`config.mk`:
```
export PLATFORM = sky130hd
export DESIGN_NAME = mux_scan_n
export DESIGN_NICKNAME = d
export VERILOG_FILES = /design/src/rtl/mux_scan_n.sv
export SDC_FILE = /design/constraint.sdc
export NUM_CORES = 1
export LEC_CHECK = 0
export CORE_MARGIN = 2
export CORE_UTILIZATION = 25
export DETAILED_ROUTE_END_ITERATION = 8
export GPL_TIMING_DRIVEN = 0
export MAX_ROUTING_LAYER = met4
export PLACE_DENSITY = 0.61
export SYNTH_ARGS = -nofsm -noshare
export SYNTH_HDL_FRONTEND = slang
export SYNTH_SLANG_ARGS = --single-unit
```
`constraint.sdc`:
```
create_clock -name CLK -period 1.56 [get_ports CLK]
set_input_delay 0.234 -clock CLK [delete_from_list [all_inputs] [get_ports CLK]]
set_output_delay 0.234 -clock CLK [all_outputs]
set_load 0.01 [all_outputs]
```
`src/rtl/mux_scan_n.sv`:
```
// N-channel registered multiplexer with manual select and divider-paced round-robin scan.
// Define MUX_SCAN_MASK_EN to add the MASK port (per-channel enable for scan and select).
module mux_scan_n #(
  parameter int N   = 4,
  parameter int W   = 2,
  parameter int SW  = 2,
  parameter int DIV = 4
) (
  input  logic             CLK,
  input  logic             RST_N,
  input  logic             EN,
  input  logic             MODE,
  input  logic [SW-1:0]    S,
  input  logic [N*W-1:0]   D,
`ifdef MUX_SCAN_MASK_EN
  input  logic [N-1:0]     MASK,
`endif
  output logic [W-1:0]     Y,
  output logic [SW-1:0]    CH,
  output logic             STB
);

  localparam int CW = (DIV > 1) ? $clog2(DIV) : 1;
  localparam logic [CW-1:0] CNT_LAST = CW'(DIV - 1);
  localparam logic [SW:0]   N_EXT    = (SW+1)'(N);

  logic [CW-1:0] cnt;
  logic [CW-1:0] cnt_nxt;
  logic [SW-1:0] nxt;
  logic [SW-1:0] adv;
  logic          adv_found;
  logic [N-1:0]  ch_en;
  logic [W-1:0]  y_nxt;

`ifdef MUX_SCAN_MASK_EN
  assign ch_en = MASK;
`else
  assign ch_en = '1;
`endif

  // Next enabled channel after CH: CH+1..N-1 first, then 0..CH; holds CH if none.
  // An out-of-range CH finds nothing in the first pass and wraps to the lowest channel.
  always_comb begin
    adv       = CH;
    adv_found = 1'b0;
    for (int unsigned i = 0; i < N; i++) begin
      if (!adv_found && (SW'(i) > CH) && ch_en[i]) begin
        adv       = SW'(i);
        adv_found = 1'b1;
      end
    end
    for (int unsigned i = 0; i < N; i++) begin
      if (!adv_found && (SW'(i) <= CH) && ch_en[i]) begin
        adv       = SW'(i);
        adv_found = 1'b1;
      end
    end
  end

  always_comb begin
    nxt     = CH;
    cnt_nxt = '0;
    if (!MODE) begin
      nxt = S;
    end else if (cnt == CNT_LAST) begin
      nxt = adv;
    end else begin
      cnt_nxt = cnt + CW'(1);
    end
  end

  always_comb begin
    y_nxt = '0;
    if ({1'b0, nxt} >= N_EXT) begin
      y_nxt = '1;
    end else begin
      for (int unsigned k = 0; k < N; k++) begin
        if ((SW'(k) == nxt) && ch_en[k]) y_nxt = D[k*W +: W];
      end
    end
  end

  always_ff @(posedge CLK or negedge RST_N) begin
    if (!RST_N) begin
      Y   <= '0;
      CH  <= '0;
      STB <= 1'b0;
      cnt <= '0;
    end else if (!EN) begin
      Y   <= '0;
      STB <= 1'b0;
      cnt <= '0;
    end else begin
      Y   <= y_nxt;
      CH  <= nxt;
      STB <= (nxt != CH);
      cnt <= cnt_nxt;
    end
  end

endmodule

```
==> flow_summary.ini, run 1 <==
[run_status]
run_status = finished with violations
failed_checks = negative setup slack

[clock_tree]
cts_tree = built
cts_buffer_count = 3
h_tree_depth = 1
clock-sinks = 7
clk_latency_ps = 250
cts_hold_buffers = 0
clkTransAtPathRegs_ps = 50
cts-root-buf = sky130_fd_sc_hd__clkbuf_4
clockBufferDepth = 2

[global_routing]
pin_count_of_the_biggest_net_entering_global_routing = 11
groute.usage.overall_pct = 13.4
grt_antenna_before_repair = 0
grt_first_pass_wirelength_mm = 2.62
overflow = 0
first_global_vias = 607

[worst_setup_path]
critical_path_cell_sequence = ha_2, or3b_4, a31oi_4, a311oi_1, a41o_1
worst_ep_arrival_time_ps = 1760
reg2reg_slack_ps = -70
worst-setup-path-type = register to register
timing.critical_path.slowest_stage_cell = sky130_fd_sc_hd__dfrtp_2
startpoint = CH[0]$_DFFE_PN0P_
worstPathBufferInverterCount = 0
worst-r2r-cell-count = 5
crit_path_max_fanout = 5
timing.critical_path.from_type = register
crit-reg2reg-launch = CH[0]$_DFFE_PN0P_
critical-path-top-delay-family = compound AO/OA/AOI/OAI gates
worst_ep_required_time_ps = 1690
setup.worst_path.end_class = register
worstReg2RegEnd = Y[1]$_DFF_PN0_
critical_path.max_stage_delay_ps = 440

[finish]
finish.cell_count_without_fillers = 116
nNetsFinal = 106
drive_above_1_share_pct = 23.9
antenna-diode-count = 0
fin_util_pct = 39.6
synth_to_layout_area_growth_pct = 52.7

[logic_synthesis]
yosys.cell_count.top_type = sky130_fd_sc_hd__dfrtp_1
ys_seq_elements = 7
dominantRegCellSynth = sky130_fd_sc_hd__dfrtp_1
yosysTopAreaCell = sky130_fd_sc_hd__dfrtp_1
warning_count_from_the_yosys_run = 0
yosysSeqAreaShare_pct = 31.1
ys_top_cells_by_count = 7 x sky130_fd_sc_hd__dfrtp_1, 6 x sky130_fd_sc_hd__nand3_1, 6 x sky130_fd_sc_hd__o21ai_0
synth_largest_type_area_fraction_pct = 31.1
avg_cell_area_syn_um2 = 9.08
synthCells = 62
synth_fp_nets = 79
mapped_cell_area_um2 = 563
synth-edff-count = 0
synthArstFlopShare_pct = 100
synth.distinct_cells = 26
synth.area.top_cells = sky130_fd_sc_hd__dfrtp_1 31%, sky130_fd_sc_hd__ha_1 6.7%, sky130_fd_sc_hd__mux2_2 6.0%, sky130_fd_sc_hd__nand3_1 5.3%, sky130_fd_sc_hd__o21ai_0 5.3%

[timing]
timing.final.max_slew_violations = 0
timing.final.crit_period_ps = 1630
setup_slack_ps = -69.3
relSlewSlack_pct = 73.6
hold_violations = 0
timing.final.setup_violations = 2
timing.final.crit_share_pct = 104
setup-tns-final_ps = -126
worst_slew_pin_slew_ps = 397
max_freq_mhz = 614
timing.clock.skew_ps = 3.21
rsz0062_at_grt = yes

[route]
detail_route.wl_per_cell_um = 12.6
drt.antenna.violating_nets = 0
viasPerCell = 4.81
drt-total-wl_mm = 1.46
dr_total_vias = 558
detailedRoute.firstPassIterationCount = 2
route.detailed.drc = 0
initialDrtViolationCount = 8

[pwr]
total_power_mw = 0.670
cellPowerDensity_nw_per_um2 = 779
ir_worst_vdd_mv = 0.374
power.static_leakage_nw = 0.352

[placed_design]
io_buffer_count = 17
dp_hpwl_mm = 1.05
detailedPlace.worstSlack_ps = -150
gp_congestion = 0.743
post-place-cells = 107

[flow_run]
maxCapViolCount = 0

[floorplan]
row_count = 17
floorplan.die.width_um = 51.5
floorplan.io_pins = 19
fp.coreArea_um2 = 2170
initial_core_util_pct = 26.0
dieArea_um2 = 2650
die-height_um = 51.5

[min_path]
min-delay-path-class = primary input to asynchronous set/reset pin
-- kinds of logic (layout without fill, tap and decap cells) --
family | Yosys count | count (layout) | share of synthesized area, %
simple gates | 22 | 22 | 22.0
compound gates | 19 | 19 | 24.9
flops | 7 | 7 | 31.1
xor+xnor | 4 | 4 | 6.22
buf+inv | 4 | 30 | 3.11
fa+ha+maj | 3 | 3 | 6.67
mux | 3 | 3 | 6.00
-- where the power goes --
group          internal, mW  leakage, nW  switching (mW)
clock network        0.0974       0.0150          0.0630
registers             0.203       0.0870          0.0190
logic                 0.161        0.250           0.126
-- metal layers --
layer  routed length, µm  GRT usage (%)
met1                 641           15.6
met2                 743           22.9
met4                   0           2.63
met5                   0              -
met3                  73           4.09
-- cells in the final DEF, fill, tap and decap left out --
cell type / instances
sky130_fd_sc_hd__dfrtp_2: 2
sky130_fd_sc_hd__clkbuf_1: 2
sky130_fd_sc_hd__dlygate4sd2_1: 2
sky130_fd_sc_hd__or2b_1: 1
sky130_fd_sc_hd__inv_2: 1
sky130_fd_sc_hd__clkdlybuf4s50_1: 15
sky130_fd_sc_hd__o21a_1: 1
sky130_fd_sc_hd__a211o_1: 2
sky130_fd_sc_hd__dfrtp_1: 5
sky130_fd_sc_hd__xnor2_1: 3
sky130_fd_sc_hd__nor2b_1: 3
sky130_fd_sc_hd__a41o_1: 2
sky130_fd_sc_hd__clkbuf_4: 3
sky130_fd_sc_hd__xor2_1: 1
sky130_fd_sc_hd__nand2_1: 3
sky130_fd_sc_hd__and2b_1: 1
sky130_fd_sc_hd__buf_2: 2
sky130_fd_sc_hd__a31oi_4: 1
sky130_fd_sc_hd__nand3_1: 6
sky130_fd_sc_hd__and3_1: 1
sky130_fd_sc_hd__a311oi_1: 2
sky130_fd_sc_hd__ha_4: 2
sky130_fd_sc_hd__buf_4: 5
sky130_fd_sc_hd__a21oi_1: 4
sky130_fd_sc_hd__or3b_4: 1
sky130_fd_sc_hd__nor2_1: 2
sky130_fd_sc_hd__mux2_2: 3
sky130_fd_sc_hd__nand2b_1: 3
sky130_fd_sc_hd__o22ai_1: 1
sky130_fd_sc_hd__ha_2: 1
sky130_fd_sc_hd__o21ai_0: 6
sky130_fd_sc_hd__nor3_1: 1
-- worst max path at each step --
stage	cells after the start	end
after global placement	5	Y[1]$_DFF_PN0_
after floorplan	5	Y[0]$_DFF_PN0_
after detailed placement	5	Y[1]$_DFF_PN0_
final	5	Y[1]$_DFF_PN0_
after global routing	5	Y[0]$_DFF_PN0_
after CTS	5	Y[1]$_DFF_PN0_
-- what timing repair did --
item                       4_1_cts  5_1_grt
setup endpoints to repair        3        3
resized for setup                5        0
buffers inserted                 5        0
pin swaps                        1        1
-- sequential cells by signal, indices dropped and copies added (netlist names) --
name / flops
cnt: 2
Y: 2
CH: 2
STB: 1
-- worst reg2reg max path, stage by stage, from the launching register on --
cell                       delay, ps
sky130_fd_sc_hd__dfrtp_2         440
sky130_fd_sc_hd__ha_2            190
sky130_fd_sc_hd__or3b_4          380
sky130_fd_sc_hd__a31oi_4         200
sky130_fd_sc_hd__a311oi_1         70
sky130_fd_sc_hd__a41o_1          230
-- cell type report --
cell class | instances | area (µm²)
Clock buffer | 4 | 26.3
Fill cell | 237 | 1310
Buffer | 3 | 13.8
Timing Repair Buffer | 22 | 205
Tap cell | 28 | 35.0
Multi-Input combinational cell | 51 | 398
Sequential cell | 7 | 178
Inverter | 1 | 3.75
-- per-stage QoR --
step,hold WS (ps),instance area (µm²)
after global placement,426,776
after floorplan,-61.6,571
after detailed placement,436,776
after global routing,257,860
after CTS,247,860
final,239,860
Power figures use the tool's default switching activity.
==> run 2: changes to the inputs <==
--- a/config.mk
+++ b/config.mk
@@ -10,7 +10,8 @@
 export DETAILED_ROUTE_END_ITERATION = 8
 export GPL_TIMING_DRIVEN = 0
 export MAX_ROUTING_LAYER = met4
-export PLACE_DENSITY = 0.61
+export PLACE_DENSITY = 0.59
+export SETUP_SLACK_MARGIN = 0.2
 export SYNTH_ARGS = -nofsm -noshare
 export SYNTH_HDL_FRONTEND = slang
 export SYNTH_SLANG_ARGS = --single-unit
==> constraint.sdc (replaced) <==
create_clock -name CLK -period 2 [get_ports CLK]
set_input_delay 0.3 -clock CLK [delete_from_list [all_inputs] [get_ports CLK]]
set_output_delay 0.3 -clock CLK [all_outputs]
set_load 0.01 [all_outputs]
==> run 2 against run 1 <==
  * The flow now finishes without violations
  * Combinational power shrank 20%
  * Utilization grew 0.23 points
  * Clock power shrank 23%
  * Largest power group unchanged
==> flow_summary.ini, run 2 (same netlist as run 1, synthesis figures left out) <==
[run_status]
run_status = complete, no violations

[route]
drt.antenna.violating_nets = 0
drt-total-wl_mm = 1.53
detail_route.wl_per_cell_um = 13.1
route.detailed.drc = 0
initialDrtViolationCount = 3
viasPerCell = 4.97
dr_total_vias = 581
detailedRoute.firstPassIterationCount = 3

[timing]
worst_slew_pin_slew_ps = 415
setup-tns-final_ps = 0
rsz0062_at_grt = no
timing.final.max_slew_violations = 0
hold_violations = 0
setup_slack_ps = 242
timing.final.crit_share_pct = 87.9
relSlewSlack_pct = 72.4
timing.final.crit_period_ps = 1760
timing.final.setup_violations = 0
fin_hold_ws_ps = 304
max_freq_mhz = 569
timing.clock.skew_ps = 4.44

[clock_tree]
cts_tree = built
cts_buffer_count = 3
clkTransAtPathRegs_ps = 50
clk_latency_ps = 250
h_tree_depth = 1
cts_hold_buffers = 0
clockBufferDepth = 2
clock-sinks = 7
cts-root-buf = sky130_fd_sc_hd__clkbuf_4

[placed_design]
detailedPlace.worstSlack_ps = 150
gp_congestion = 0.763
dp_hpwl_mm = 1.05
io_buffer_count = 17

[floorplan]
floorplan.die.width_um = 51.5
row_count = 17
fp.coreArea_um2 = 2170
floorplan.io_pins = 19
initial_core_util_pct = 26.0
dieArea_um2 = 2650
die-height_um = 51.5

[finish]
top_registers = CH x2, Y x2, cnt x2
antenna-diode-count = 0
most-common-layout-cells = 17 x sky130_fd_sc_hd__clkdlybuf4s50_1, 6 x sky130_fd_sc_hd__o21ai_0, 6 x sky130_fd_sc_hd__nand3_1, 6 x sky130_fd_sc_hd__buf_4, 5 x sky130_fd_sc_hd__dfrtp_1
drive_above_1_share_pct = 28.1
synth_to_layout_area_growth_pct = 53.6
mostFrequentLayoutCell = sky130_fd_sc_hd__clkdlybuf4s50_1
nNetsFinal = 107

[worst_setup_path]
worst-r2r-cell-count = 5
critical_path.max_stage_delay_ps = 450
timing.critical_path.slowest_stage_cell = sky130_fd_sc_hd__dfrtp_2
worst_ep_arrival_time_ps = 1890
critical_path_cell_sequence = ha_2, or3b_4, a31oi_4, a311oi_2, a41o_1
crit_path_max_fanout = 7
timing.critical_path.from_type = register
setup.worst_path.end_class = register
critical-path-top-delay-family = compound AO/OA/AOI/OAI gates
worstPathBufferInverterCount = 0
worst-setup-path-type = register to register
timing.critical_path.depth = 5
worst_ep_required_time_ps = 2130

[min_path]
min-delay-path-class = primary input to asynchronous set/reset pin

[flow_run]
maxCapViolCount = 0

[global_routing]
pin_count_of_the_biggest_net_entering_global_routing = 11
groute.usage.overall_pct = 11.6
grt_antenna_before_repair = 0
grt_first_pass_wirelength_mm = 2.24
overflow = 0
first_global_vias = 539

[pwr]
cellPowerDensity_nw_per_um2 = 610
ir_worst_vdd_mv = 0.296
power.static_leakage_nw = 0.354
run 2: cell count changes in the layout (fill, tap and decap cells not counted), sizes merged:
cell,before,now
dlygate4sd2,2,0
buf,7,8
clkdlybuf4s50,15,17
run 2: cell type report:
type	instances	area [µm²]
Buffer	3	13.8
Clock buffer	4	26.3
Fill cell	229	1310
Inverter	1	3.75
Multi-Input combinational cell	51	393
Sequential cell	7	178
Tap cell	28	35.0
Timing Repair Buffer	23	215
run 2: repair_timing:
action | in CTS | in global routing
pin swaps | 0 | 2
endpoints found under the setup margin | 2 | 2
buffers inserted | 0 | 6
gates resized for setup | 2 | 7
run 2: power breakdown:
| group | switching [mW] | internal [mW] |
|---|---|---|
| sequential | 0.0149 | 0.159 |
| clock | 0.0481 | 0.0759 |
| combinational | 0.102 | 0.128 |
| total | 0.165 | 0.362 |
run 2: final timing paths:
kind,startpoint,endpoint,slack (ps)
max,CH[1]$_DFFE_PN0P_,Y[0]$_DFF_PN0_,240
min in group CLK,cnt[0]$_DFF_PN0_,cnt[0]$_DFF_PN0_,440
max reg2reg,CH[1]$_DFFE_PN0P_,Y[0]$_DFF_PN0_,240
min reg2reg,cnt[0]$_DFF_PN0_,cnt[0]$_DFF_PN0_,440
min,RST_N,STB$_DFF_PN0_,300
max in group asynchronous,RST_N,CH[1]$_DFFE_PN0P_,1440
run 2: layer usage:
metal / vias up / wire length [µm] / share of wire (%) / global-route usage (%)
li1: 286 / - / - / -
met5: - / 0 / 0 / -
met3: 0 / 67 / 4.4 / 4.39
met4: 0 / 0 / 0 / 1.32
met2: 15 / 775 / 51 / 20.9
met1: 280 / 684 / 45 / 12.5
run 2: per-stage QoR:
step	utilization, %	cells	power (mW)	cell area [µm²]
after global placement	35.4	107	0.362	768
after floorplan	-	62	0.285	563
after detailed placement	35.4	107	0.366	768
final	39.9	117	0.527	865
after global routing	39.9	117	0.572	865
after CTS	36.7	111	0.499	797
==> run 3: changes to the inputs <==
--- a/config.mk
+++ b/config.mk
@@ -7,6 +7,7 @@
 export LEC_CHECK = 0
 export CORE_MARGIN = 2
 export CORE_UTILIZATION = 25
+export CTS_CLUSTER_DIAMETER = 50
 export DETAILED_ROUTE_END_ITERATION = 8
 export GPL_TIMING_DRIVEN = 0
 export MAX_ROUTING_LAYER = met4
==> results of run 3 <==
No change in the layout: final DEF, timing and power equal those of run 2.
==> variant 1 (flow settings as in run 1) <==
Set the parameter `SW` to 4 (it was 2).
--- a/src/rtl/mux_scan_n.sv
+++ b/src/rtl/mux_scan_n.sv
@@ -3,7 +3,7 @@
 module mux_scan_n #(
   parameter int N   = 4,
   parameter int W   = 2,
-  parameter int SW  = 2,
+  parameter int SW  = 4,
   parameter int DIV = 4
 ) (
   input  logic             CLK,
Interface: changed (resized CH and S); port bits go from 19 to 23. The function was not compared with the original's and may differ.
==> variant 1 against run 1 <==
  * The flow still finishes with violations (negative setup slack)
  * Global-route usage up 0.054 points
  * Non-clock buffer count up 2
  * Design area rose by 10%
  * Fmax is 4.4% lower
  * Die area is 11% higher
  * Final cell count up 6.9%
  * Setup slack worse by 0.076 ns
  * Area after synthesis up 12%
  * Sequential cell count increased by 2
  * Total power is 12% higher
  * Routed wire length rose by 13%
  * Critical path type unchanged
==> variant 1: results <==
export IMPL_status="finished with violations"
export IMPL_violations="negative setup slack"
export IMPL_skew_ns=0.00367
export IMPL_ys_top_cells_by_area="dfrtp_1, mux2_4, nor2b_1"
export IMPL_rr_startpoint="cnt[1]$_DFF_PN0_"
export IMPL_synth_avg_cell_area_um2=9.41
export IMPL_drtPass1Iterations=4
export IMPL_grt_usage=0.135
export IMPL_ys_seq_area_frac=0.357
export IMPL_routed_wl_met3_um=62
export IMPL_final_nets=112
export IMPL_p_leak_uw=0.000419
export IMPL_layout_cells_non_filler=124
export IMPL_p_switching_uw=231
export IMPL_crit_fanout=6
export IMPL_met1_usage=0.183
export IMPL_wl_met2_um=746
export IMPL_critPathArrivalTime_ns=1.86
export IMPL_setup_ws_ns=-0.145
export IMPL_setup_violations=2
export IMPL_top_layer="met4"
export IMPL_synthMuxAreaShare=0.0655
export IMPL_synth_compound_area_frac=0.284
export IMPL_met1_length_um=809
export IMPL_vias=588
export IMPL_p_seq_uw=284
export IMPL_setup_tns_ns=-0.278
export IMPL_dpl_worst_slack_ns=-0.579
export IMPL_dp_final_hpwl_mm=1.16
export IMPL_grt_pass1_vias=541
export IMPL_synth_adder_area_share=0.0198
-- variant 1: cell types whose count changed in the layout (fill, tap and decap cells not counted), sizes merged, moves of 3 or more --
cell | before | now
o21ai | 6 | 2
a21boi | 0 | 3
clkdlybuf4s50 | 15 | 20
inv | 1 | 4
xnor2 | 3 | 0
nand3 | 6 | 1
buf | 7 | 4
-- variant 1: critical path: cells and delay by family (launching register included) --
family	cells	cell delay (ns)
and+or+nand+nor	1	0.18
AOI/OAI and AO/OA	3	0.55
adders and majority gates	1	0.17
buffers and inverters	2	0.29
DFF	1	0.40
-- variant 1: final cells by class --
cell class              instances  area [um2]
fillers                       252        1480
multi-input cells              50         389
repair buffers                 24         235
flip-flops and latches          9         225
well taps                      30        37.5
clock buffers                   4        26.3
plain buffers                   3        20.0
inverters                       4        15.0
-- variant 1: repair_timing --
| item | CTS | global route |
|---|---|---|
| gates resized for setup | 2 | 2 |
| endpoints found under the setup margin | 3 | 4 |
| pin swaps | 3 | 3 |
| hold buffers | 0 | 0 |
| setup buffers | 2 | 1 |
==> variant 2 (flow settings as in run 1) <==
Made on the original files. Register the inputs `EN`, `MODE`, `S` and `D` before use, with the module's reset. The logic sees them one clock later.
--- a/src/rtl/mux_scan_n.sv
+++ b/src/rtl/mux_scan_n.sv
@@ -23,6 +23,25 @@
   localparam int CW = (DIV > 1) ? $clog2(DIV) : 1;
   localparam logic [CW-1:0] CNT_LAST = CW'(DIV - 1);
   localparam logic [SW:0]   N_EXT    = (SW+1)'(N);
+
+  logic EN_q;
+  logic MODE_q;
+  logic [SW-1:0] S_q;
+  logic [N*W-1:0] D_q;
+
+  always_ff @(posedge CLK or negedge RST_N) begin
+    if (!RST_N) begin
+      EN_q   <= '0;
+      MODE_q <= '0;
+      S_q    <= '0;
+      D_q    <= '0;
+    end else begin
+      EN_q   <= EN;
+      MODE_q <= MODE;
+      S_q    <= S;
+      D_q    <= D;
+    end
+  end
 
   logic [CW-1:0] cnt;
   logic [CW-1:0] cnt_nxt;
@@ -60,8 +79,8 @@
   always_comb begin
     nxt     = CH;
     cnt_nxt = '0;
-    if (!MODE) begin
-      nxt = S;
+    if (!MODE_q) begin
+      nxt = S_q;
     end else if (cnt == CNT_LAST) begin
       nxt = adv;
     end else begin
@@ -75,7 +94,7 @@
       y_nxt = '1;
     end else begin
       for (int unsigned k = 0; k < N; k++) begin
-        if ((SW'(k) == nxt) && ch_en[k]) y_nxt = D[k*W +: W];
+        if ((SW'(k) == nxt) && ch_en[k]) y_nxt = D_q[k*W +: W];
       end
     end
   end
@@ -86,7 +105,7 @@
       CH  <= '0;
       STB <= 1'b0;
       cnt <= '0;
-    end else if (!EN) begin
+    end else if (!EN_q) begin
       Y   <= '0;
       STB <= 1'b0;
       cnt <= '0;
Behaviour: not the same (a bounded check fails within 4 cycles, from zero or initial values and one cycle with RST_N low).
==> variant 2 against run 1 <==
  * Design area increased by 41%
  * Sequential cell count grew 12
  * Critical endpoint is now Y[0]$_DFF_PN0_
  * Area after synthesis grew 53%
  * Final cell count increased by 27%
  * Global-route usage shrank 3.0 points
  * Sequential power rose to 2.5 times the old value
  * Total power grew 65%
  * The run still ends with negative setup slack left
  * Hold slack better by 0.12 ns
  * Critical path type unchanged
  * Setup slack got worse by 0.031 ns
  * Largest power group is now registers
  * Routed wire length rose by 24%
  * Largest cell class is now flip-flops and latches
  * Clock power increased by 52%
==> variant 2: results <==
export IMPL_status="finished with violations"
export IMPL_violations="negative setup slack"
export IMPL_setup_ws_ns=-0.100
export IMPL_min_path_type="in2reg"
export IMPL_synthesis_nets=91
export IMPL_wl_per_cell_um=12.3
export IMPL_met1_length_um=766
export IMPL_nonClkBufAreaFrac=0.190
export IMPL_setup_violations=3
export IMPL_dp_cells=138
export IMPL_dp_final_hpwl_mm=1.19
export IMPL_synth_avg_cell_area_um2=11.7
export IMPL_multi_input_area_share=0.342
export IMPL_grt_use_met3=0.0270
export IMPL_met1_usage=0.110
export IMPL_rr_endpoint="Y[0]$_DFF_PN0_"
export IMPL_final_nets=119
export IMPL_use_met2=0.177
export IMPL_drt_iter0_drc=26
export IMPL_drive_above_1_share=0.238
export IMPL_routed_wl_mm=1.82
export IMPL_worstSkewPairLatency_ns=0.30
export IMPL_vias=663
export IMPL_ys_top_cells_by_area="dfrtp_1, ha_1, mux2_2"
export IMPL_grt_usage=0.104
export IMPL_crit_fanout=4
export IMPL_post_cts_resized=7
export IMPL_clockNetworkAreaShare=0.0217
export IMPL_rr_startpoint="CH[1]$_DFFE_PN0P_"
export IMPL_dpl_worst_slack_ns=-0.174
export IMPL_critPathArrivalTime_ns=1.85
export IMPL_maxSlewHeadroom=0.443
export IMPL_p_per_area_nw_per_um2=914
export IMPL_fillers=342
export IMPL_peakVddDrop_mv=0.300
export IMPL_cts_clk_slew_worst_paths_ns=0.10
export IMPL_yosys_top_cells_count="dfrtp_1, nand3_1, o21ai_0"
export IMPL_register_area_um2=478
export IMPL_cts_inserted_buffers=3
export IMPL_gp_congestion=0.803
export IMPL_routed_wl_met3_um=91
export IMPL_port_buffers=18
export IMPL_wl_met2_um=924
export IMPL_dieArea_um2=3940
export IMPL_buffers=26
export IMPL_placed_area_um2=1110
export IMPL_setup_tns_ns=-0.209
export IMPL_top_layer="met4"
export IMPL_p_leak_uw=0.000496
export IMPL_rr_worst_depth=5
export IMPL_flops_and_latches=19
export IMPL_drtPass1Iterations=4
export IMPL_grt_pass1_vias=721
export IMPL_grt_max_degree=20
export IMPL_ys_seq_area_frac=0.551
[variant 2: worst min-delay path by stage]
stage	start	slack, ns	end
detailed placement	cnt[0]$_DFF_PN0_	0.44	cnt[0]$_DFF_PN0_
global placement	cnt[0]$_DFF_PN0_	0.42	cnt[0]$_DFF_PN0_
floorplan	RST_N	-0.06	CH[0]$_DFFE_PN0P_
finish	D[1]	0.36	D_q[1]$_DFF_PN0_
CTS	D[1]	0.36	D_q[1]$_DFF_PN0_
global route	D[4]	0.35	D_q[4]$_DFF_PN0_
[variant 2: power by group]
| part | switching [uW] | internal (uW) |
|---|---|---|
| logic | 135 | 169 |
| registers | 27.1 | 529 |
| clock network | 145 | 99.8 |
[variant 2: logic make-up (layout without fill, tap and decap cells)]
group	count (synthesis)	in the layout	synth area share
AOI/OAI and AO/OA	19	19	0.162
xor gates and xnor gates	4	4	0.0406
adders and majority gates	3	3	0.0435
buffers and inverters	4	31	0.0203
DFF	19	19	0.551
muxes	3	3	0.0391
and+or+nand+nor	22	22	0.143
